**config.mk**
```make
export PLATFORM = sky130hd
export DESIGN_NAME = pc_fetch_unit
export DESIGN_NICKNAME = d
export VERILOG_FILES = /design/src/rtl/pc_fetch_unit.sv
export SDC_FILE = /design/constraint.sdc
export NUM_CORES = 1
export LEC_CHECK = 0
export BUFFER_PORTS_ARGS = -buffer_cell sky130_fd_sc_hd__clkbuf_2
export CAP_MARGIN = 15
export CORE_ASPECT_RATIO = 1.5
export CORE_MARGIN = 2
export CORE_UTILIZATION = 54
export CTS_BUF_LIST = sky130_fd_sc_hd__clkbuf_16
export CTS_CLUSTER_DIAMETER = 50
export DETAILED_ROUTE_END_ITERATION = 6
export PLACE_DENSITY = 0.95
export RECOVER_POWER = 25
export SYNTH_ARGS = -nofsm -noshare
export SYNTH_HDL_FRONTEND = slang
export SYNTH_SLANG_ARGS = --single-unit
```
**constraint.sdc**
```tcl
create_clock -name clk -period 5.8 [get_ports clk]
set_clock_uncertainty 0.15 [all_clocks]
set_input_delay 0.29 -clock clk [delete_from_list [all_inputs] [get_ports clk]]
set_output_delay 0.29 -clock clk [all_outputs]
set_load 0.01 [all_outputs]
```
**src/rtl/pc_fetch_unit.sv**
```systemverilog
// pc_fetch_unit: program counter with next-address selection, a valid/ready
// fetch handshake to instruction memory, and misaligned-target parking.
`ifndef PC_MUX_ALU_OUT
`define PC_MUX_ALU_OUT 2'b01
`endif
`ifndef PC_MUX_PC_ADDER
`define PC_MUX_PC_ADDER 2'b10
`endif

module pc_fetch_unit #(
   parameter int unsigned     XLEN         = 32,
   parameter logic [XLEN-1:0] RESET_VECTOR = 32'h0000_0000,
   parameter logic [XLEN-1:0] TRAP_VECTOR  = 32'h0000_0100,
   parameter int unsigned     ALIGN_BITS   = 2
) (
   input  logic            clk,
   input  logic            rst_n,
   input  logic            en,
   input  logic [1:0]      pc_sel,
   input  logic [XLEN-1:0] alu_result,
   input  logic [XLEN-1:0] pc_adder_result,
   input  logic            trap_req,
   input  logic            mret_req,
   input  logic [XLEN-1:0] epc,
   input  logic            fetch_ready,
   output logic            fetch_valid,
   output logic [XLEN-1:0] fetch_addr,
   output logic [XLEN-1:0] pc,
   output logic [XLEN-1:0] pc_next,
   output logic            misalign_err,
   output logic [XLEN-1:0] misalign_addr
);

   localparam logic [XLEN-1:0] INC  = {{(XLEN-1){1'b0}}, 1'b1} << ALIGN_BITS;
   localparam logic [XLEN-1:0] MASK = INC - {{(XLEN-1){1'b0}}, 1'b1};

   typedef enum logic [1:0] {BOOT, RUN, HOLD, HALT} state_t;

   state_t          state_q, state_d;
   logic [XLEN-1:0] pc_q, pc_d;
   logic [XLEN-1:0] pending_q, pending_d;
   logic            err_q, err_d;
   logic [XLEN-1:0] maddr_q, maddr_d;
   logic [XLEN-1:0] target;
   logic            misaligned;

   assign pc_next       = pc_q + INC;
   assign pc            = pc_q;
   assign fetch_addr    = pc_q;
   assign fetch_valid   = ((state_q == RUN) && en) || (state_q == HOLD);
   assign misalign_err  = err_q;
   assign misalign_addr = maddr_q;

   // Redirect priority: trap, mret, JALR (bit 0 cleared), branch/JAL, sequential.
   always_comb begin
      target = pc_next;
      if (trap_req)                        target = TRAP_VECTOR;
      else if (mret_req)                   target = epc;
      else if (pc_sel == `PC_MUX_ALU_OUT)  target = {alu_result[XLEN-1:1], 1'b0};
      else if (pc_sel == `PC_MUX_PC_ADDER) target = pc_adder_result;
      // Trap vector is aligned by construction, so traps are never flagged.
      misaligned = !trap_req && ((target & MASK) != '0);
   end

   // Next-state logic for the fetch FSM and its datapath registers.
   always_comb begin
      state_d   = state_q;
      pc_d      = pc_q;
      pending_d = pending_q;
      err_d     = err_q;
      maddr_d   = maddr_q;
      unique case (state_q)
         BOOT: state_d = RUN;
         RUN: begin
            if (en) begin
               if (misaligned) begin
                  err_d   = 1'b1;
                  maddr_d = target;
                  state_d = HALT;
               end else if (fetch_ready) begin
                  pc_d = target;
               end else begin
                  pending_d = target;
                  state_d   = HOLD;
               end
            end else if (trap_req) begin
               // Traps redirect even while the pipeline is stalled.
               pc_d = TRAP_VECTOR;
            end
         end
         HOLD: begin
            // A trap arriving while stalled replaces the frozen redirect.
            if (fetch_ready) begin
               pc_d    = trap_req ? TRAP_VECTOR : pending_q;
               state_d = RUN;
            end else if (trap_req) begin
               pending_d = TRAP_VECTOR;
            end
         end
         HALT: begin
            if (trap_req) begin
               pc_d    = TRAP_VECTOR;
               err_d   = 1'b0;
               state_d = RUN;
            end
         end
         default: state_d = BOOT;
      endcase
   end

   // State and datapath registers; reset abandons any pending redirect.
   always_ff @(posedge clk or negedge rst_n) begin
      if (!rst_n) begin
         state_q   <= BOOT;
         pc_q      <= RESET_VECTOR;
         pending_q <= '0;
         err_q     <= 1'b0;
         maddr_q   <= '0;
      end else begin
         state_q   <= state_d;
         pc_q      <= pc_d;
         pending_q <= pending_d;
         err_q     <= err_d;
         maddr_q   <= maddr_d;
      end
   end

endmodule

```
==> impl_metrics.sql <==
INSERT INTO impl_metrics (metric_group, metric, value, unit) VALUES
('status', 'status', 'finished with violations', ''),
('status', 'failed_checks', 'max-capacitance violations, max-slew violations', ''),
('setup_path', 'slowest_delay', '0.81', 'ns'),
('die', 'fp.dieW', '92.7', 'um'),
('layout', 'n_antenna_cell', '0', ''),
('detailed_routing', 'wire_per_inst', '22.7', 'um'),
('detailed_routing', 'first_iter_violations', '1120', ''),
('clocking', 'clk_transition_reported_paths', '0.07', 'ns'),
('clocking', 'postCtsSetupBuffers', '0', ''),
('clocking', 'clk_latency', '0.35', 'ns'),
('placement', 'globalplace.congestion', '0.962', ''),
('setup_path', 'cp_slowest_cell', 'or4_1', ''),
('synthesis', 'synth_enable_flop_cells', '0', ''),
('clocking', 'clock_tree.root_cell', 'clkbuf_16', ''),
('sta', 'final_period_minus_worst_setup_slack', '3.67', 'ns'),
('die', 'pin_count', '234', ''),
('die', 'fp-row-count', '48', ''),
('layout', 'fraction_of_final_layout_cells_sized_beyond_drive_strength_1', '26.7', '%'),
('setup_path', 'critical-path-top-delay-family', 'simple AND/OR/NAND/NOR gates', ''),
('setup_path', 'crit_fanout', '10', ''),
('global_routing', 'grt_max_degree', '63', ''),
('setup_path', 'timing.reg2reg.worst_path_depth', '6', ''),
('detailed_routing', 'postRouteAntennaNets', '0', ''),
('global_routing', 'grt_pass1_vias', '6516', ''),
('layout', 'syn2layout_area_growth', '19.2', '%'),
('setup_path', 'crit_path_start_kind', 'flop', ''),
('synthesis', 'synth.net_count', '846', ''),
('sta', 'max_frequency', '272', 'MHz'),
('synthesis', 'ys_warn_count', '0', ''),
('synthesis', 'post_synth.cell_area_avg', '8.60', 'sq um'),
('detailed_routing', 'detailedRoute.firstPassIterationCount', '6', ''),
('hold_path', 'hold_class', 'in -> reg', ''),
('global_routing', 'groute.layer.met1.usage', '43.7', '%'),
('global_routing', 'grtUsageMet3', '7.76', '%'),
('pwr', 'leakagePower', '3.59', 'nW'),
('synthesis', 'synth.top_cells.by_area', 'dfrtp_1, nand2_1, o21ai_0', ''),
('setup_path', 'worst-path-stages', '6', ''),
('global_routing', 'track_usage', '36.9', '%'),
('clocking', 'cts_num_sinks', '99', ''),
('detailed_routing', 'detail_route.wirelength', '24000', 'um'),
('pwr', 'power.density_cell_area', '368', 'nW/um^2'),
('global_routing', 'grt_remaining_overflow', '0', ''),
('job', 'cap_violations', '1', ''),
('global_routing', 'grt_antenna_before_repair', '0', ''),
('global_routing', 'most_used_layer_global_route', 'met2', ''),
('clocking', 'cts-htree-levels', '3', ''),
('layout', 'finalNetCount', '1009', ''),
('setup_path', 'cp_num_buf_inv', '1', ''),
('synthesis', 'yosys.cell_count.top_type', 'dfrtp_1', ''),
('sta', 'fin_tns_setup', '0', 'ns'),
('placement', 'place_area', '7330', 'sq um'),
('setup_path', 'cp.arrival', '3.23', 'ns'),
('detailed_routing', 'drc', '0', ''),
('synthesis', 'synth_cells', '741', ''),
('die', 'initial_core_util', '55.3', '%'),
('synthesis', 'synth-seq-area-share', '38.9', '%'),
('detailed_routing', 'avgViaCountPerCell', '6.72', ''),
('sta', 'worst_slew_margin_rel', '-48.5', '%'),
('placement', 'dpl.hpwl', '16800', 'um'),
('clocking', 'cts_buffers', '9', ''),
('sta', 'timing_max_transition_violations_final', '39', ''),
('synthesis', 'ys_ff_latch', '99', ''),
('synthesis', 'synth.largest_area_cell', 'dfrtp_1', ''),
('setup_path', 'crit_path_end_kind', 'output port', ''),
('global_routing', 'grt_pass1_wl', '35600', 'um'),
('die', 'chipHeight', '137', 'um'),
('setup_path', 'ordered_cell_list_for_the_critical_path', 'ha_1 -> nand3_1 -> or4_1 -> o31a_1 -> or2_2 -> clkbuf_2', ''),
('synthesis', 'synth.top_cells.by_count', 'dfrtp_1, nand2_1, o21ai_0', ''),
('layout', 'stdcell_area', '7600', 'sq um'),
('die', 'die_area', '12700', 'sq um'),
('setup_path', 'crit_type', 'reg -> out', '');
-- path summary, 6_finish.rpt --
kind                                                    start                            end  slack, ns
worst max-delay path                fetch_addr[2]$_DFFE_PN0P_                    pc_next[30]       2.13
worst min-delay path                              fetch_ready       pending_q[3]$_DFFE_PN0P_        0.1
worst max register to register      fetch_addr[7]$_DFFE_PN0P_     fetch_addr[23]$_DFFE_PN0P_       2.18
worst min register to register  misalign_addr[15]$_DFFE_PN0P_  misalign_addr[15]$_DFFE_PN0P_       0.33
max in group asynchronous                               rst_n      fetch_addr[7]$_DFFE_PN0P_       2.69
min in group asynchronous                               rst_n  misalign_addr[28]$_DFFE_PN0P_       0.99
-- power breakdown --
part	switching (mW)	internal [mW]	total, mW	leakage (nW)
clock network	0.278	0.378	0.655	0.161
logic	0.629	0.403	1.03	2.15
registers	0.230	0.875	1.10	1.28
total	1.14	1.66	2.79	3.59
-- cells in the final DEF (no fill, tap or decap), drive strengths merged, types with 7 or more instances in the layout --
| cell type | synthesis | layout |
|---|---|---|
| a22o | 16 | 16 |
| and2 | 8 | 8 |
| or2 | 10 | 10 |
| a21oi | 30 | 30 |
| nand2b | 10 | 10 |
| o31ai | 13 | 13 |
| nand3 | 25 | 25 |
| nand2 | 98 | 98 |
| a22oi | 10 | 10 |
| nor3 | 19 | 19 |
| a221o | 11 | 11 |
| xor2 | 11 | 11 |
| inv | 16 | 18 |
| xnor2 | 10 | 10 |
| o221ai | 10 | 10 |
| nor2 | 37 | 37 |
| buf | 42 | 10 |
| nor2b | 8 | 8 |
| dfrtp | 99 | 99 |
| a221oi | 22 | 22 |
| o21ai | 62 | 62 |
| clkbuf | 49 | 241 |
| nor4 | 7 | 7 |
| mux2i | 12 | 12 |
| nand4 | 8 | 8 |
| o22ai | 12 | 12 |
| mux2 | 13 | 13 |
-- state kept, by name, indices dropped and copies added (netlist names) --
name / cells
fetch_addr: 32
state_q: 2
misalign_addr: 32
pending_q: 32
misalign_err: 1
-- routing by layer --
layer	up-vias	share of wire [%]
met3	143	13
li1	3030	-
met4	0	7.3
met2	662	47
met1	3284	33
met5	-	0
-- stage by stage --
step | cells | total power, mW | worst slack [ns] | hold slack [ns] | utilization [%]
final | 1059 | 2.79 | 2.13 | 0.0982 | 65.9
after global routing | 1059 | 2.91 | 2.05 | 0.126 | 65.9
after CTS | 1059 | 2.79 | 2.23 | 0.0900 | 66.4
after detailed placement | 1042 | 2.14 | 2.24 | 0.142 | 63.6
after global placement | 1042 | 2.11 | 2.38 | 0.135 | 63.6
after floorplan | 741 | 1.71 | 3.03 | -0.156 | -
-- area by class of cell --
| class | count | area, sq um |
|---|---|---|
| Fill cell | 980 | 3930 |
| Sequential cell | 99 | 2480 |
| Multi-Input combinational cell | 535 | 3370 |
| Clock buffer | 9 | 225 |
| Tap cell | 150 | 188 |
| Timing Repair Buffer | 243 | 1190 |
| Inverter | 16 | 60.1 |
| Clock inverter | 7 | 91.3 |
-- cells by family (layout without fill, tap and decap cells) --
| group | Yosys count | count (layout) | share of synthesized area [%] |
|---|---|---|---|
| AND/OR/NAND/NOR | 247 | 247 | 18.8 |
| AO/OA/AOI/OAI | 241 | 241 | 26.6 |
| buffers and inverters | 107 | 275 | 8.46 |
| flip-flops | 99 | 99 | 38.9 |
| multiplexers | 25 | 25 | 4.18 |
| XOR/XNOR | 21 | 21 | 2.89 |
| adder cells (fa/ha/maj) | 1 | 1 | 0.196 |
-- repair_timing --
item                                   CTS  global route
endpoints found under the hold margin   37             0
hold buffers                             1             0
setup endpoints to repair                0             0
Power figures use the tool's default switching activity.
